### config.mk
export PLATFORM = sky130hd
export DESIGN_NAME = multicycle_ctrl
export DESIGN_NICKNAME = d
export VERILOG_FILES = /design/src/rtl/ctrl_pkg.sv /design/src/rtl/ctrl_op_class.sv /design/src/rtl/multicycle_ctrl.sv
export SDC_FILE = /design/constraint.sdc
export NUM_CORES = 1
export LEC_CHECK = 0
export CAP_MARGIN = 20
export CORE_MARGIN = 4
export CORE_UTILIZATION = 48
export CTS_BUF_LIST = sky130_fd_sc_hd__clkbuf_16
export DETAILED_ROUTE_END_ITERATION = 8
export PLACE_DENSITY = 0.84
export SLEW_MARGIN = 20
export SYNTH_ARGS = -nofsm -noshare
export SYNTH_HDL_FRONTEND = slang
export SYNTH_SLANG_ARGS = --single-unit
### constraint.sdc
create_clock -name clk_i -period 2.9 [get_ports clk_i]
set_clock_uncertainty 0.15 [all_clocks]
set_input_delay 0.58 -clock clk_i [delete_from_list [all_inputs] [get_ports clk_i]]
set_output_delay 0.58 -clock clk_i [all_outputs]
set_load 0.01 [all_outputs]
### src/rtl/ctrl_pkg.sv
// ============================================================================
// Module   : ctrl_pkg
// Brief    : Shared encodings for the multicycle controller and ALU control.
// Revision : 1.0 - initial release
// ============================================================================
`default_nettype none

package ctrl_pkg;

    localparam logic [3:0] c_st_fetch  = 4'd0;
    localparam logic [3:0] c_st_decode = 4'd1;
    localparam logic [3:0] c_st_memadr = 4'd2;
    localparam logic [3:0] c_st_memrd  = 4'd3;
    localparam logic [3:0] c_st_memwb  = 4'd4;
    localparam logic [3:0] c_st_memwr  = 4'd5;
    localparam logic [3:0] c_st_exec_r = 4'd6;
    localparam logic [3:0] c_st_rwb    = 4'd7;
    localparam logic [3:0] c_st_branch = 4'd8;
    localparam logic [3:0] c_st_jump   = 4'd9;
    localparam logic [3:0] c_st_exec_i = 4'd10;
    localparam logic [3:0] c_st_iwb    = 4'd11;

    localparam logic [5:0] c_op_rtype = 6'b000000;
    localparam logic [5:0] c_op_lw    = 6'b100011;
    localparam logic [5:0] c_op_sw    = 6'b101011;
    localparam logic [5:0] c_op_beq   = 6'b000100;
    localparam logic [5:0] c_op_bne   = 6'b000101;
    localparam logic [5:0] c_op_j     = 6'b000010;
    localparam logic [5:0] c_op_addi  = 6'b001000;
    localparam logic [5:0] c_op_sltiu = 6'b001011;
    localparam logic [5:0] c_op_lui   = 6'b001111;
    localparam logic [5:0] c_op_ori   = 6'b001101;

    localparam logic [2:0] c_alu_add   = 3'b000;
    localparam logic [2:0] c_alu_sub   = 3'b001;
    localparam logic [2:0] c_alu_funct = 3'b010;
    localparam logic [2:0] c_alu_bne   = 3'b011;
    localparam logic [2:0] c_alu_or    = 3'b100;
    localparam logic [2:0] c_alu_lui   = 3'b101;
    localparam logic [2:0] c_alu_sltiu = 3'b110;

    typedef enum logic [2:0] {
        CLS_ILLEGAL = 3'd0,
        CLS_RTYPE   = 3'd1,
        CLS_MEM     = 3'd2,
        CLS_BRANCH  = 3'd3,
        CLS_JUMP    = 3'd4,
        CLS_IMM     = 3'd5
    } op_class_e;

endpackage

`default_nettype wire

### src/rtl/ctrl_op_class.sv
// ============================================================================
// Module   : ctrl_op_class
// Brief    : Combinational opcode classifier: class, ALU op and illegal flag.
// Revision : 1.0 - initial release
// ============================================================================
`default_nettype none

module ctrl_op_class
    import ctrl_pkg::*;
#(
    parameter int OP_W = 6
) (
    input  logic [OP_W-1:0] i_op,
    output op_class_e       o_class,
    output logic [2:0]      o_alu_op,
    output logic            o_illegal
);

    always_comb begin
        o_class   = CLS_ILLEGAL;
        o_alu_op  = c_alu_add;
        o_illegal = 1'b0;
        case (i_op)
            OP_W'(c_op_rtype): begin o_class = CLS_RTYPE;  o_alu_op = c_alu_funct; end
            OP_W'(c_op_lw),
            OP_W'(c_op_sw):    o_class = CLS_MEM;
            OP_W'(c_op_beq):   begin o_class = CLS_BRANCH; o_alu_op = c_alu_sub;   end
            OP_W'(c_op_bne):   begin o_class = CLS_BRANCH; o_alu_op = c_alu_bne;   end
            OP_W'(c_op_j):     o_class = CLS_JUMP;
            OP_W'(c_op_addi):  o_class = CLS_IMM;
            OP_W'(c_op_sltiu): begin o_class = CLS_IMM;    o_alu_op = c_alu_sltiu; end
            OP_W'(c_op_lui):   begin o_class = CLS_IMM;    o_alu_op = c_alu_lui;   end
            OP_W'(c_op_ori):   begin o_class = CLS_IMM;    o_alu_op = c_alu_or;    end
            default:           o_illegal = 1'b1;
        endcase
    end

endmodule

`default_nettype wire

### src/rtl/multicycle_ctrl.sv
// ============================================================================
// Module   : multicycle_ctrl
// Brief    : Moore control FSM for a classic multicycle MIPS-style datapath.
// Revision : 1.0 - initial release
// ============================================================================
`default_nettype none

module multicycle_ctrl
    import ctrl_pkg::*;
#(
    parameter int OP_W    = 6,
    parameter int ALUOP_W = 3,
    parameter int ST_W    = 4
) (
    input  logic               clk_i,
    input  logic               rst_i,
    input  logic [OP_W-1:0]    instr_op_i,
    input  logic               mem_ready_i,
    output logic               PCWrite_o,
    output logic               PCWriteCond_o,
    output logic               BranchNe_o,
    output logic               IorD_o,
    output logic               MemRead_o,
    output logic               MemWrite_o,
    output logic               IRWrite_o,
    output logic               MemtoReg_o,
    output logic               RegDst_o,
    output logic               RegWrite_o,
    output logic               ALUSrcA_o,
    output logic [1:0]         ALUSrcB_o,
    output logic [1:0]         PCSource_o,
    output logic [ALUOP_W-1:0] ALU_op_o,
    output logic [ST_W-1:0]    state_o,
    output logic               illegal_o
);

    localparam logic [ST_W-1:0] c_fetch  = ST_W'(c_st_fetch);
    localparam logic [ST_W-1:0] c_decode = ST_W'(c_st_decode);
    localparam logic [ST_W-1:0] c_memadr = ST_W'(c_st_memadr);
    localparam logic [ST_W-1:0] c_memrd  = ST_W'(c_st_memrd);
    localparam logic [ST_W-1:0] c_memwb  = ST_W'(c_st_memwb);
    localparam logic [ST_W-1:0] c_memwr  = ST_W'(c_st_memwr);
    localparam logic [ST_W-1:0] c_exec_r = ST_W'(c_st_exec_r);
    localparam logic [ST_W-1:0] c_rwb    = ST_W'(c_st_rwb);
    localparam logic [ST_W-1:0] c_branch = ST_W'(c_st_branch);
    localparam logic [ST_W-1:0] c_jump   = ST_W'(c_st_jump);
    localparam logic [ST_W-1:0] c_exec_i = ST_W'(c_st_exec_i);
    localparam logic [ST_W-1:0] c_iwb    = ST_W'(c_st_iwb);

    logic [ST_W-1:0] r_state;
    logic [ST_W-1:0] w_next_state;
    op_class_e       w_class;
    logic [2:0]      w_alu_op;
    logic            w_illegal;
    logic [2:0]      r_alu_op;
    logic            r_is_store;
    logic            r_is_bne;
    logic [2:0]      w_alu_sel;

    ctrl_op_class #(.OP_W(OP_W)) u_op_class (
        .i_op      (instr_op_i),
        .o_class   (w_class),
        .o_alu_op  (w_alu_op),
        .o_illegal (w_illegal)
    );

    always_ff @(posedge clk_i) begin
        if (!rst_i) r_state <= c_fetch;
        else        r_state <= w_next_state;
    end

    // Opcode is only sampled in DECODE; later states use these captured attributes.
    always_ff @(posedge clk_i) begin
        if (!rst_i) begin
            r_alu_op   <= c_alu_add;
            r_is_store <= 1'b0;
            r_is_bne   <= 1'b0;
        end else if (r_state == c_decode) begin
            r_alu_op   <= w_alu_op;
            r_is_store <= (instr_op_i == OP_W'(c_op_sw));
            r_is_bne   <= (instr_op_i == OP_W'(c_op_bne));
        end
    end

    always_comb begin
        w_next_state = c_fetch;
        case (r_state)
            c_fetch:  w_next_state = mem_ready_i ? c_decode : c_fetch;
            c_decode: begin
                case (w_class)
                    CLS_RTYPE:  w_next_state = c_exec_r;
                    CLS_MEM:    w_next_state = c_memadr;
                    CLS_BRANCH: w_next_state = c_branch;
                    CLS_JUMP:   w_next_state = c_jump;
                    CLS_IMM:    w_next_state = c_exec_i;
                    default:    w_next_state = c_fetch;
                endcase
            end
            c_memadr: w_next_state = r_is_store ? c_memwr : c_memrd;
            c_memrd:  w_next_state = mem_ready_i ? c_memwb : c_memrd;
            c_memwr:  w_next_state = mem_ready_i ? c_fetch : c_memwr;
            c_exec_r: w_next_state = c_rwb;
            c_exec_i: w_next_state = c_iwb;
            default:  w_next_state = c_fetch;
        endcase
    end

    always_comb begin
        PCWrite_o     = 1'b0;
        PCWriteCond_o = 1'b0;
        BranchNe_o    = 1'b0;
        IorD_o        = 1'b0;
        MemRead_o     = 1'b0;
        MemWrite_o    = 1'b0;
        IRWrite_o     = 1'b0;
        MemtoReg_o    = 1'b0;
        RegDst_o      = 1'b0;
        RegWrite_o    = 1'b0;
        ALUSrcA_o     = 1'b0;
        ALUSrcB_o     = 2'b00;
        PCSource_o    = 2'b00;
        w_alu_sel     = c_alu_add;
        illegal_o     = 1'b0;
        case (r_state)
            c_fetch: begin
                MemRead_o = 1'b1;
                ALUSrcB_o = 2'b01;
                IRWrite_o = mem_ready_i;
                PCWrite_o = mem_ready_i;
            end
            c_decode: begin
                ALUSrcB_o = 2'b11;
                illegal_o = w_illegal;
            end
            c_memadr: begin ALUSrcA_o = 1'b1; ALUSrcB_o = 2'b10; end
            c_memrd:  begin MemRead_o = 1'b1; IorD_o = 1'b1; end
            c_memwb:  begin RegWrite_o = 1'b1; MemtoReg_o = 1'b1; end
            c_memwr:  begin MemWrite_o = 1'b1; IorD_o = 1'b1; end
            c_exec_r: begin ALUSrcA_o = 1'b1; w_alu_sel = c_alu_funct; end
            c_rwb:    begin RegWrite_o = 1'b1; RegDst_o = 1'b1; end
            c_branch: begin
                ALUSrcA_o     = 1'b1;
                PCWriteCond_o = 1'b1;
                PCSource_o    = 2'b01;
                BranchNe_o    = r_is_bne;
                w_alu_sel     = r_alu_op;
            end
            c_jump:   begin PCWrite_o = 1'b1; PCSource_o = 2'b10; end
            c_exec_i: begin ALUSrcA_o = 1'b1; ALUSrcB_o = 2'b10; w_alu_sel = r_alu_op; end
            c_iwb:    RegWrite_o = 1'b1;
            default:  ;
        endcase
        // Reset overrides every enable regardless of the current state.
        if (!rst_i) begin
            PCWrite_o     = 1'b0;
            PCWriteCond_o = 1'b0;
            MemRead_o     = 1'b0;
            MemWrite_o    = 1'b0;
            IRWrite_o     = 1'b0;
            RegWrite_o    = 1'b0;
            illegal_o     = 1'b0;
        end
    end

    assign ALU_op_o = ALUOP_W'(w_alu_sel);
    assign state_o  = r_state;

endmodule

`default_nettype wire

==> key figures, run 1 <==
Synthesis
  – Yosys reg bits: 9
  – Post-synth cell types: 43
  – Synth Area per Inst: 6.97 um^2
  – Sequential-to-total area share from yosys stat: 19.0%
  – Syn Nets: 145
  – Synth area leaders: dfxtp_1, a21oi_1, nand2_1, nor3b_1, nand2b_1
  – Yosys warnings: 0
  – Post-synthesis instance total: 136
  – Top-area cell type share of the netlist area: 19.0%
  – Cell accounting for the most synthesized area: dfxtp_1
  – Post-Syn Area: 948 um^2

Outcome
  – Outcome: complete, no violations

Layout
  – Most frequent cells in the layout: clkdlybuf4s50_1, a21oi_1, buf_4, nand2_1, nor2_1
  – Multi-input combinational cell area: 684 um^2
  – Nets: 182
  – # diodes: 0
  – Fraction of layout cells with a size suffix above 1: 14.0%
  – Post-route insts no fill: 197
  – Fill count: 124
  – Commonest non-fill, non-tap cell in the layout: clkdlybuf4s50_1
  – Synthesis-to-finish area growth: 48.5%
  – FF/Latch Area: 181 um^2

STA
  – Final setup violating endpoints: 0
  – Final Hold Slack: 320 ps
  – Rel. slew slack: 63.3%
  – F_max: 357 MHz
  – Post-Route Setup TNS: 0 ps
  – Tmin final: 2800 ps
  – Final Max Tran Viols: 0
  – Worst Max-Slew Pin Slew: 549 ps
  – Period utilization: 96.7%
  – Unrepaired setup endpoints after global routing: false
  – Hold Violations, Final: 0

GRT
  – Initial antenna violation count: 0
  – GRT Overall Usage: 22.9%
  – GR Overflow Total: 0
  – Number of global-route vias before repair: 1059
  – Met3 Usage GRT: 6.27%
  – First-pass GRT wire length: 4710 um
  – GR peak layer: met2
  – Largest net degree at the start of global routing: 19
  – Grt met1 use: 28.8%
  – Met2 usage: 39.3%

Clock tree
  – TritonCTS Buffers: 3
  – Reg clk slew, reported paths: 40 ps
  – Max clock buf depth: 2
  – TritonCTS clock tree: yes
  – Root buf cell: clkbuf_16
  – CTS H-tree depth: 1
  – CTS sink count: 9
  – Setup bufs post-CTS: 0
  – Worst-Skew Late Latency: 240 ps

Flow run
  – Max-cap violation count: 0

Pwr
  – Peak supply drop: 0.514 mV
  – Pleak: 0.514 nW
  – Pwr Density: 350 nW/um^2

Setup path
  – Startpoint Class: input pin
  – CP max-delay cell: clkdlybuf4s50_1
  – Critical path class: input pin to primary output
  – Crit path largest cell delay: 430 ps
  – Worst Path Arrival: 2070 ps
  – Critical path's top delay family: buffers and inverters
  – Cell chain of the critical path: clkdlybuf4s50_1 -> maj3_1 -> or3_1 -> a21oi_1 -> nor2_1 -> clkdlybuf4s15_1
  – Worst setup EP type: primary output
  – CP Max Fanout: 2
  – Worst endpoint required time: 2170 ps
  – Buf+Inv Stages, Crit Path: 2

Floorplan
  – Die W: 52.5 um
  – Core region area: 1800 um^2
  – Boundary Pins: 32
  – Die height: 52.5 um
  – Starting Density: 52.6%
  – Die area: 2750 um^2
  – Number of cell rows: 15

Placement
  – PortBufs: 31
  – DP Cell Count: 193
  – GPL Wtd Cong: 0.873
  – Final HPWL DP: 2110 um

Min path
  – Hold WC Path Type: flip-flop to flip-flop

Detailed routing
  – Final ANT Viol Nets: 0
  – Post-route DRC: 0
  – Initial DRC count: 45
  – WL/cell: 14.3 um
  – Routed WL: 2820 um
  – Total number of vias: 1138
  – Avg Vias per Cell: 5.78
  – Drt first pass iters: 5
==> cells in the mapped netlist <==
library cell / instances
xnor2_1: 1
and3b_1: 2
o21a_1: 2
nand4_1: 4
nand2b_1: 7
a21boi_0: 2
nor3_4: 1
o21ai_0: 6
maj3_1: 1
a211o_1: 1
or2b_1: 1
nand4bb_1: 1
nand3_1: 1
nor2b_1: 3
dfxtp_1: 9
buf_1: 1
and2_1: 1
a221o_1: 1
a21o_1: 1
a21boi_1: 1
or4b_4: 1
inv_1: 2
a32oi_1: 1
xor2_1: 1
and3_1: 3
o2111ai_1: 2
nor3b_1: 6
mux2_2: 1
clkbuf_1: 9
a211oi_1: 3
or3b_2: 1
or2_4: 1
buf_6: 3
nand2_1: 12
nor3_1: 7
nor4_1: 3
a21oi_1: 15
o21bai_1: 1
nand3b_1: 1
or3_1: 3
a22oi_1: 1
buf_2: 1
nor2_1: 11
==> layout make-up <==
cell class              count  area share (%)
repair buffers             46            30.2
flip-flops and latches      9            12.9
inverters                   2           0.533
clock inverters             1           0.266
clock buffers               3            5.33
well taps                  25            2.22
multi-input cells         111            48.6
==> worst min-delay path, stage by stage, from the launching register on <==
cell	delay (ps)
dfxtp_1	300
nand2_1	50
a21boi_0	70
==> sequential cells by signal, indices dropped and copies added (netlist names) <==
name        flops
state_o         4
r_alu_op        3
r_is_bne        1
r_is_store      1
==> per-layer routing <==
metal / wire length, um / vias to the layer above
li1: - / 566
met1: 1240 / 533
met2: 1420 / 37
met3: 150 / 2
met4: 3 / 0
met5: 0 / -
==> through the flow <==
step / instance area (um^2) / total power, mW / util [%] / setup WS (ps)
after floorplan: 948 / 0.197 / - / 570
after global placement: 1330 / 0.246 / 73.6 / -144
after detailed placement: 1330 / 0.250 / 73.6 / -194
after CTS: 1400 / 0.493 / 77.9 / 6.88
after global routing: 1410 / 0.515 / 78.2 / 31.3
final: 1410 / 0.494 / 78.2 / 95.4
==> kinds of logic (layout without fill, tap and decap cells) <==
kind of cell	Yosys count	after routing	synth area share (%)
buf+inv	16	52	8.84
fa+ha+maj	1	1	1.06
flops	9	9	19.0
xor+xnor	2	2	1.85
compound gates	37	37	24.5
mux	1	1	1.19
simple gates	70	70	43.5
==> repair_timing <==
action | in CTS | in global routing
setup endpoints to repair | 1 | 2
resized for setup | 1 | 3
pin swaps | 0 | 1
hold buffers | 0 | 0
endpoints found under the hold margin | 0 | 0
==> where the power goes <==
group,switching (mW),internal (mW)
clock network,0.0640,0.181
logic,0.0577,0.0600
registers,0.00458,0.127
==> worst paths after layout <==
check	from	end	slack [ps]	cells after the start
setup reg to reg	state_o[1]	state_o[2]	1010	4
hold reg to reg	r_is_bne	r_is_bne	320	2
hold / removal	r_is_bne	r_is_bne	320	2
setup / recovery	instr_op_i[3]	illegal_o	100	6
Power figures use the tool's default switching activity.
==> run 2, diff against run 1 <==
Settings changed: TNS_END_PERCENT set to 100.
==> results of run 2 <==
No change in the layout: final DEF, timing and power equal those of run 1.
==> run 3, diff against run 2 <==
Settings changed: SKIP_LAST_GASP set to 1.
==> results of run 3 <==
No change in the layout: final DEF, timing and power equal those of run 1.
